--- config.mk ---
export PLATFORM = sky130hd
export DESIGN_NAME = mips_trace_buffer
export DESIGN_NICKNAME = d
export VERILOG_FILES = /design/src/rtl/mips_trace_buffer.sv
export SDC_FILE = /design/constraint.sdc
export NUM_CORES = 1
export LEC_CHECK = 0
export CAP_MARGIN = 20
export CORE_MARGIN = 8
export CORE_UTILIZATION = 63
export CTS_BUF_LIST = sky130_fd_sc_hd__clkbuf_2
export DETAILED_ROUTE_END_ITERATION = 10
export GPL_ROUTABILITY_DRIVEN = 0
export MAX_ROUTING_LAYER = met4
export PLACE_DENSITY = 0.78
export SLEW_MARGIN = 20
export SYNTH_ARGS = -nofsm -noshare
export SYNTH_HDL_FRONTEND = slang
export SYNTH_SLANG_ARGS = --single-unit
--- constraint.sdc ---
create_clock -name clk -period 7.4 [get_ports clk]
set_input_delay 1.11 -clock clk [delete_from_list [all_inputs] [get_ports clk]]
set_output_delay 1.11 -clock clk [all_outputs]
set_load 0.005 [all_outputs]
--- src/rtl/mips_trace_buffer.sv ---
// Trace capture for MIPS_CPU debug outputs: one FIFO entry per new PC, sticky overflow and halt detect.
// Define TRACE_ALU_EN to carry alu_in through the FIFO and expose trace_alu.
module mips_trace_buffer #(
  parameter int DEPTH       = 16,
  parameter int HALT_REPEAT = 4
) (
  input  logic                       clk,
  input  logic                       reset,
  input  logic                       capture_en,
  input  logic [31:0]                pc_in,
  input  logic [31:0]                instr_in,
`ifdef TRACE_ALU_EN
  input  logic [31:0]                alu_in,
`endif
  input  logic                       trace_ready,
  output logic                       trace_valid,
  output logic [31:0]                trace_pc,
  output logic [31:0]                trace_instr,
`ifdef TRACE_ALU_EN
  output logic [31:0]                trace_alu,
`endif
  output logic [$clog2(DEPTH+1)-1:0] count,
  output logic                       overflow,
  output logic                       halted
);

  localparam int AW = $clog2(DEPTH);
  localparam int CW = $clog2(DEPTH+1);
  localparam int RW = $clog2(HALT_REPEAT);
`ifdef TRACE_ALU_EN
  localparam int EW = 96;
`else
  localparam int EW = 64;
`endif

  typedef enum logic [1:0] {IDLE, RUN, HALTED} state_t;

  state_t          state_reg, state_next;
  logic [31:0]     last_pc_reg, last_pc_next;
  logic [RW-1:0]   repeat_reg, repeat_next;
  logic            push_req;

  logic [EW-1:0]   mem [DEPTH];
  logic [EW-1:0]   entry_in;
  logic [EW-1:0]   head_reg, head_next;
  logic [AW-1:0]   wr_ptr_reg, wr_ptr_next;
  logic [AW-1:0]   rd_ptr_reg, rd_ptr_next;
  logic [CW-1:0]   count_reg, count_next;
  logic            valid_reg;
  logic            overflow_reg;
  logic            halted_reg;
  logic            full, pop, do_write, drop;

`ifdef TRACE_ALU_EN
  assign entry_in = {pc_in, instr_in, alu_in};
`else
  assign entry_in = {pc_in, instr_in};
`endif

  always_ff @(posedge clk or posedge reset) begin
    if (reset) begin
      state_reg   <= IDLE;
      last_pc_reg <= '0;
      repeat_reg  <= '0;
    end else begin
      state_reg   <= state_next;
      last_pc_reg <= last_pc_next;
      repeat_reg  <= repeat_next;
    end
  end

  // A repeat count of HALT_REPEAT-1 means the PC has been seen HALT_REPEAT cycles in a row.
  always_comb begin
    state_next   = state_reg;
    last_pc_next = last_pc_reg;
    repeat_next  = repeat_reg;
    push_req     = 1'b0;
    case (state_reg)
      IDLE: begin
        if (capture_en) begin
          push_req     = 1'b1;
          last_pc_next = pc_in;
          repeat_next  = '0;
          state_next   = RUN;
        end
      end
      RUN: begin
        if (capture_en) begin
          if (pc_in != last_pc_reg) begin
            push_req     = 1'b1;
            last_pc_next = pc_in;
            repeat_next  = '0;
          end else begin
            repeat_next = repeat_reg + 1'b1;
            if (repeat_reg == RW'(HALT_REPEAT-2))
              state_next = HALTED;
          end
        end
      end
      HALTED: ;
      default: state_next = IDLE;
    endcase
  end

  assign full     = (count_reg == CW'(DEPTH));
  assign pop      = valid_reg & trace_ready;
  assign do_write = push_req & (~full | pop);
  assign drop     = push_req & full & ~pop;

  always_comb begin
    wr_ptr_next = do_write ? wr_ptr_reg + 1'b1 : wr_ptr_reg;
    rd_ptr_next = pop ? rd_ptr_reg + 1'b1 : rd_ptr_reg;
    count_next  = count_reg;
    case ({do_write, pop})
      2'b10:   count_next = count_reg + 1'b1;
      2'b01:   count_next = count_reg - 1'b1;
      default: count_next = count_reg;
    endcase
    // Forward the incoming entry when it lands in the slot that becomes the head.
    head_next = head_reg;
    if (count_next != '0)
      head_next = (do_write && (rd_ptr_next == wr_ptr_reg)) ? entry_in : mem[rd_ptr_next];
  end

  always_ff @(posedge clk) begin
    if (do_write)
      mem[wr_ptr_reg] <= entry_in;
  end

  always_ff @(posedge clk or posedge reset) begin
    if (reset) begin
      wr_ptr_reg   <= '0;
      rd_ptr_reg   <= '0;
      count_reg    <= '0;
      valid_reg    <= 1'b0;
      head_reg     <= '0;
      overflow_reg <= 1'b0;
      halted_reg   <= 1'b0;
    end else begin
      wr_ptr_reg   <= wr_ptr_next;
      rd_ptr_reg   <= rd_ptr_next;
      count_reg    <= count_next;
      valid_reg    <= (count_next != '0);
      head_reg     <= head_next;
      overflow_reg <= overflow_reg | drop;
      halted_reg   <= (state_next == HALTED);
    end
  end

  assign trace_valid = valid_reg;
  assign trace_pc    = head_reg[EW-1 -: 32];
  assign trace_instr = head_reg[EW-33 -: 32];
`ifdef TRACE_ALU_EN
  assign trace_alu   = head_reg[31:0];
`endif
  assign count       = count_reg;
  assign overflow    = overflow_reg;
  assign halted      = halted_reg;

endmodule

==> results of run 1 <==
final cells by class:
type	instances	area [µm²]
Sequential cell	1140	33700
Fill cell	4226	20200
Multi-Input combinational cell	758	10100
Clock buffer	439	2200
Timing Repair Buffer	190	1950
Tap cell	940	1180
Clock inverter	45	255
Inverter	9	38.8
Antenna cell	11	27.5
routing by layer:
| layer | GRT usage, % | share of wire [%] | vias to the layer above |
|---|---|---|---|
| met5 | - | 0 | - |
| met4 | 9.80 | 2.6 | 0 |
| met3 | 7.38 | 10 | 203 |
| met2 | 40.6 | 50 | 1265 |
| met1 | 32.9 | 38 | 11600 |
| li1 | - | - | 9334 |
cell families after synthesis:
| kind of cell | share of synthesized area, % |
|---|---|
| and+or+nand+nor | 1.38 |
| muxes | 17.4 |
| adders and majority gates | 0.301 |
| buffers and inverters | 1.22 |
| DFF | 76.3 |
| xor gates and xnor gates | 0.916 |
| AOI/OAI and AO/OA | 2.48 |
synthesized netlist by cell type (all sizes together), types with 2 or more instances:
library cell / n / area share (%)
edfxtp: 1024 / 70
mux4: 256 / 13
mux2: 166 / 4.2
a22oi: 129 / 2.2
dfrtp: 116 / 6.6
nand2: 73 / 0.62
buf: 52 / 0.72
clkbuf: 50 / 0.43
xnor2: 41 / 0.86
nor2: 16 / 0.14
nand4: 12 / 0.18
ha: 9 / 0.26
inv: 9 / 0.077
nor3: 9 / 0.12
a21o: 5 / 0.085
a21oi: 4 / 0.045
mux2i: 4 / 0.091
nand3: 4 / 0.045
and2: 3 / 0.043
nand2b: 3 / 0.043
o21ai: 3 / 0.034
xor2: 3 / 0.060
a31oi: 2 / 0.028
nor3b: 2 / 0.034
nor4: 2 / 0.057
o31ai: 2 / 0.034
or3: 2 / 0.028
power breakdown:
part / total (W) / switching [W] / internal (W)
clock network: 0.00400 / 0.00235 / 0.00165
logic: 0.00763 / 0.00387 / 0.00376
registers: 0.00820 / 0.000323 / 0.00787
metrics by stage:
stage / instance area, µm² / power (W) / util (%)
floorplan: 44100 / 0.0136 / -
global placement: 46900 / 0.0158 / 67.4
detailed placement: 46900 / 0.0160 / 67.4
CTS: 49400 / 0.0200 / 70.9
global route: 49400 / 0.0208 / 71.0
finish: 49400 / 0.0198 / 71.0
path summary, 6_finish.rpt:
kind / from / to / slack (ns) / cells after the start
setup reg to reg: last_pc_reg[26] / head_reg[17] / 2.38 / 14
hold reg to reg: state_reg[1] / state_reg[0] / 0.46 / 1
min in group clk: capture_en / state_reg[0] / 0.45 / 3
hold / removal: reset / head_reg[6] / 0.25 / 2
setup / recovery: pc_in[26] / head_reg[17] / 2.15 / 15
max in group asynchronous: reset / last_pc_reg[28] / 5.80 / 3
==> qor.csv, run 1 <==
metric,value,unit
clk_latency,1.41,ns
layout.nets,2464,
grt_max_degree,153,
ir_worst_vdd,511,µV
port_buffers,139,
ant_nets,0,
clock-sinks,1140,
core-area,0.0697,mm²
die_area,0.0787,mm²
mostFrequentLayoutCell,edfxtp_1,
synth_flop_cell,edfxtp_1,
yosys_warnings,0,
fin_cells,3532,
cts_resized,0,
final_cell_mix,"edfxtp_1, clkbuf_2, mux4_2, clkdlybuf4s50_1, mux2_2",
tns,0,ns
hold_buffers,0,
grt_pass1_vias,23900,
drt_pass1_iterations,5,
leakagePower,16.7,nW
crit_family,simple AND/OR/NAND/NOR gates,
fin_crit_sh,70.9,%
skew,0.118,ns
fp.dieW,281,µm
initial_core_util,63.3,%
max-cap-violations,0,
antenna_found_initial,11,
required,8.64,ns
fin_crit,5.25,ns
synth_nets,2087,
drc,0,
hold_path.class,in -> async,
chipHeight,281,µm
wirelength,97.8,mm
arrival,6.49,ns
synthDistinctLibCells,45,
cts_buffers,287,
cts_max_level,5,
cp-start-kind,input port,
slew_headroom,35.7,%
dpl.cell_count,3037,
grt_overflow,0,
cts-root-buf,clkbuf_2,
vias,22400,
wl_per_cell,27.7,µm
tightest_slew,0.962,ns
drt_iter0_markers,2280,
row_count,97,
hold_viol,0,
cts.clk_slew.worst_paths,0.11,ns
crit_path_end_kind,flop,
max_freq,191,MHz
cts_buffer_depth,4,
synth_area_per_cell,22.0,µm²
dp_hpwl,50.0,mm
setup_ws,2.15,ns
grt_pass1_wl,146,mm
async_flop_share,10.2,%
setup_violations,0,
slowest_delay,0.72,ns
path_buf_inv,2,
path_class,in -> reg,
drive_gt1_share,35.9,%
power.density,401,mW/mm²
critical_path.cell_chain,"clkdlybuf4s50_1, xnor2_1, nand4_1, nor4_2, a31oi_4, nor2_1, ha_1, a21o_1, a21o_1, nand3_1, o2bb2ai_1, or4_1, o2bb2a_4, buf_4, mux2_2",
syn_area,0.0441,mm²
grt.total_usage,26.1,%
yosys_register_bits,1140,
critPathMaxFanout,21,
status,"complete, no violations",
critPathSlowestCell,clkdlybuf4s50_1,
cts_setup_buffers,0,
holdWs,0.252,ns
yosysSeqAreaShare,76.3,%
cts_tree,built,
dp_slack,0.868,ns
slew_violations,0,
synth_edf_count,1024,
rsz0062_at_grt,false,
synth_cells,2009,
io_pins,140,
largest_reg_flops,1024,
syn2layout_area_growth,12.1,%
via_per_inst,6.34,
cpMostUsedCell,a21o_1,
Power figures use the tool's default switching activity.
==> inputs of run 2 (changes only) <==
==> constraint.sdc (replaced) <==
create_clock -name clk -period 5.1 [get_ports clk]
set_input_delay 0.765 -clock clk [delete_from_list [all_inputs] [get_ports clk]]
set_output_delay 0.765 -clock clk [all_outputs]
set_load 0.005 [all_outputs]
==> run 2 against run 1 <==
Compared with the run above: combinational power grew 49%; via count grew 0.95%; non-clock buffer count grew 71; first-iteration DRC count grew 13%; sequential share of layout area shrank 1.0 points; utilization grew 1.1 points; power grew 46%; sequential cell count is the same.
==> qor.csv, run 2 (same netlist as run 1, synthesis figures left out) <==
metric,value,unit
power.density,577,mW/mm²
largest_reg_flops,1024,
die_area,0.0787,mm²
skew,0.120,ns
drt_pass1_iterations,5,
wirelength,98.5,mm
layout.nets,2536,
fin_crit_sh,87.0,%
status,"complete, no violations",
drt_iter0_markers,2576,
r2r-start,last_pc_reg[29],
clock-sinks,1140,
leakagePower,17.1,nW
setup_violations,0,
syn2layout_area_growth,13.8,%
port_buffers,139,
hold_viol,0,
fp.dieW,281,µm
antenna_found_initial,1,
mostFrequentLayoutCell,edfxtp_1,
core-area,0.0697,mm²
max_freq,225,MHz
cts_buffers,288,
grt_max_degree,60,
grtUsageMet2,40.5,%
ir_worst_vdd,515,µV
drc,0,
cts_buffer_depth,4,
cts.clk_slew.worst_paths,0.10,ns
grt_overflow,0,
min_to,mem[14][37],
worst_r2r_path_depth,17,
use_met3,6.51,%
reg2reg_setup_slack,0.70,ns
via_per_inst,6.28,
rsz0062_at_grt,false,
slew_headroom,41.9,%
grt.total_usage,26.3,%
io_pins,140,
cts_max_level,5,
hold_path.class,in -> reg,
row_count,97,
dp_slack,-0.109,ns
initial_core_util,63.3,%
grt_use_met1,35.2,%
arrival,5.62,ns
dp_hpwl,51.4,mm
critPathMaxFanout,17,
vias,22600,
tightest_slew,0.871,ns
cts_resized,0,
drive_gt1_share,36.9,%
fin_cells,3596,
fin_crit,4.44,ns
ant_nets,0,
slew_violations,0,
clk_latency,1.40,ns
grt.busiest_layer,met2,
grt_pass1_wl,148,mm
final_cell_mix,"edfxtp_1, clkbuf_2, mux4_2, clkdlybuf4s50_1, mux2_2",
cp-start-kind,input port,
required,6.28,ns
hp-start,pc_in[5],
r2r_end,head_reg[34],
setup_ws,0.661,ns
chipHeight,281,µm
cts_tree,built,
dpl.cell_count,3096,
max-cap-violations,0,
wl_per_cell,27.4,µm
cts-root-buf,clkbuf_2,
path_class,in -> reg,
crit_path_end_kind,flop,
grt_pass1_vias,24000,
hold_depth,2,
==> run 2: changes by cell type in the layout (fill, tap and decap cells not counted) <==
cell,previous run,this run
buf_12,14,36
buf_4,37,74
bufinv_16,3,1
clkbuf_2,439,437
clkinv_1,33,41
clkinv_2,6,3
diode_2,11,1
dlygate4sd3_1,0,12
inv_2,4,6
==> run 2: worst max-delay path by stage <==
stage / slack (ns) / end / startpoint
2_1_floorplan: -0.32 / mem[15][0] / pc_in[4]
6_report: 0.66 / head_reg[34] / pc_in[2]
3_5_place_dp: -0.11 / head_reg[11] / pc_in[26]
5_1_grt: 0.55 / head_reg[34] / last_pc_reg[29]
4_1_cts: 0.74 / head_reg[34] / last_pc_reg[29]
3_3_place_gp: -0.03 / head_reg[14] / pc_in[26]
==> run 2: worst max-delay path, cell delays in order <==
cell	delay [ns]
dlygate4sd3_1	0.52
clkdlybuf4s50_1	0.60
xnor2_1	0.15
nand4_1	0.25
nor4_2	0.39
buf_4	0.24
a31oi_4	0.09
nor2_1	0.15
buf_4	0.16
ha_1	0.25
a21o_1	0.16
a21o_1	0.19
nand3_1	0.11
o2bb2ai_1	0.10
or4_1	0.52
o2bb2a_4	0.38
buf_12	0.21
mux2_2	0.35
==> run 2: timing repair <==
action	CTS	global route
endpoints found under the setup margin	0	0
setup buffers	0	0
hold buffers	12	0
hold endpoints to repair	120	0
==> run 2: area by class of cell <==
| cell class | count | area (µm²) |
|---|---|---|
| Antenna cell | 1 | 2.50 |
| Tap cell | 940 | 1180 |
| Sequential cell | 1140 | 33700 |
| Timing Repair Buffer | 261 | 2790 |
| Multi-Input combinational cell | 758 | 10100 |
| Clock inverter | 50 | 218 |
| Inverter | 9 | 38.8 |
| Clock buffer | 437 | 2190 |
| Fill cell | 4121 | 19500 |
==> run 2: report_power, final <==
group	switching (W)	internal, W
Combinational	0.00570	0.00570
Clock	0.00340	0.00229
Sequential	0.000446	0.0114
==> run 2: stage by stage <==
| stage | TNS [ns] | instance area, µm² | util, % | total power [W] | hold WS (ns) |
|---|---|---|---|---|---|
| 2_1_floorplan | -201.43 | 44100 | - | 0.0198 | 0.451 |
| 4_1_cts | 0 | 50200 | 72.0 | 0.0292 | 0.00559 |
| 3_3_place_gp | -1.17 | 47700 | 68.4 | 0.0233 | 0.468 |
| 5_1_grt | 0 | 50200 | 72.1 | 0.0304 | 0.0875 |
| 3_5_place_dp | -5.62 | 47700 | 68.4 | 0.0235 | 0.493 |
| 6_report | 0 | 50200 | 72.1 | 0.0290 | 0.224 |
==> run 2: per-layer routing <==
| metal | share of wire, % | wire, µm | up-vias |
|---|---|---|---|
| met5 | 0 | 0 | - |
| met4 | 1.9 | 1890 | 0 |
| met1 | 38 | 37800 | 11700 |
| met3 | 11 | 10400 | 143 |
| li1 | - | - | 9489 |
| met2 | 49 | 48400 | 1311 |
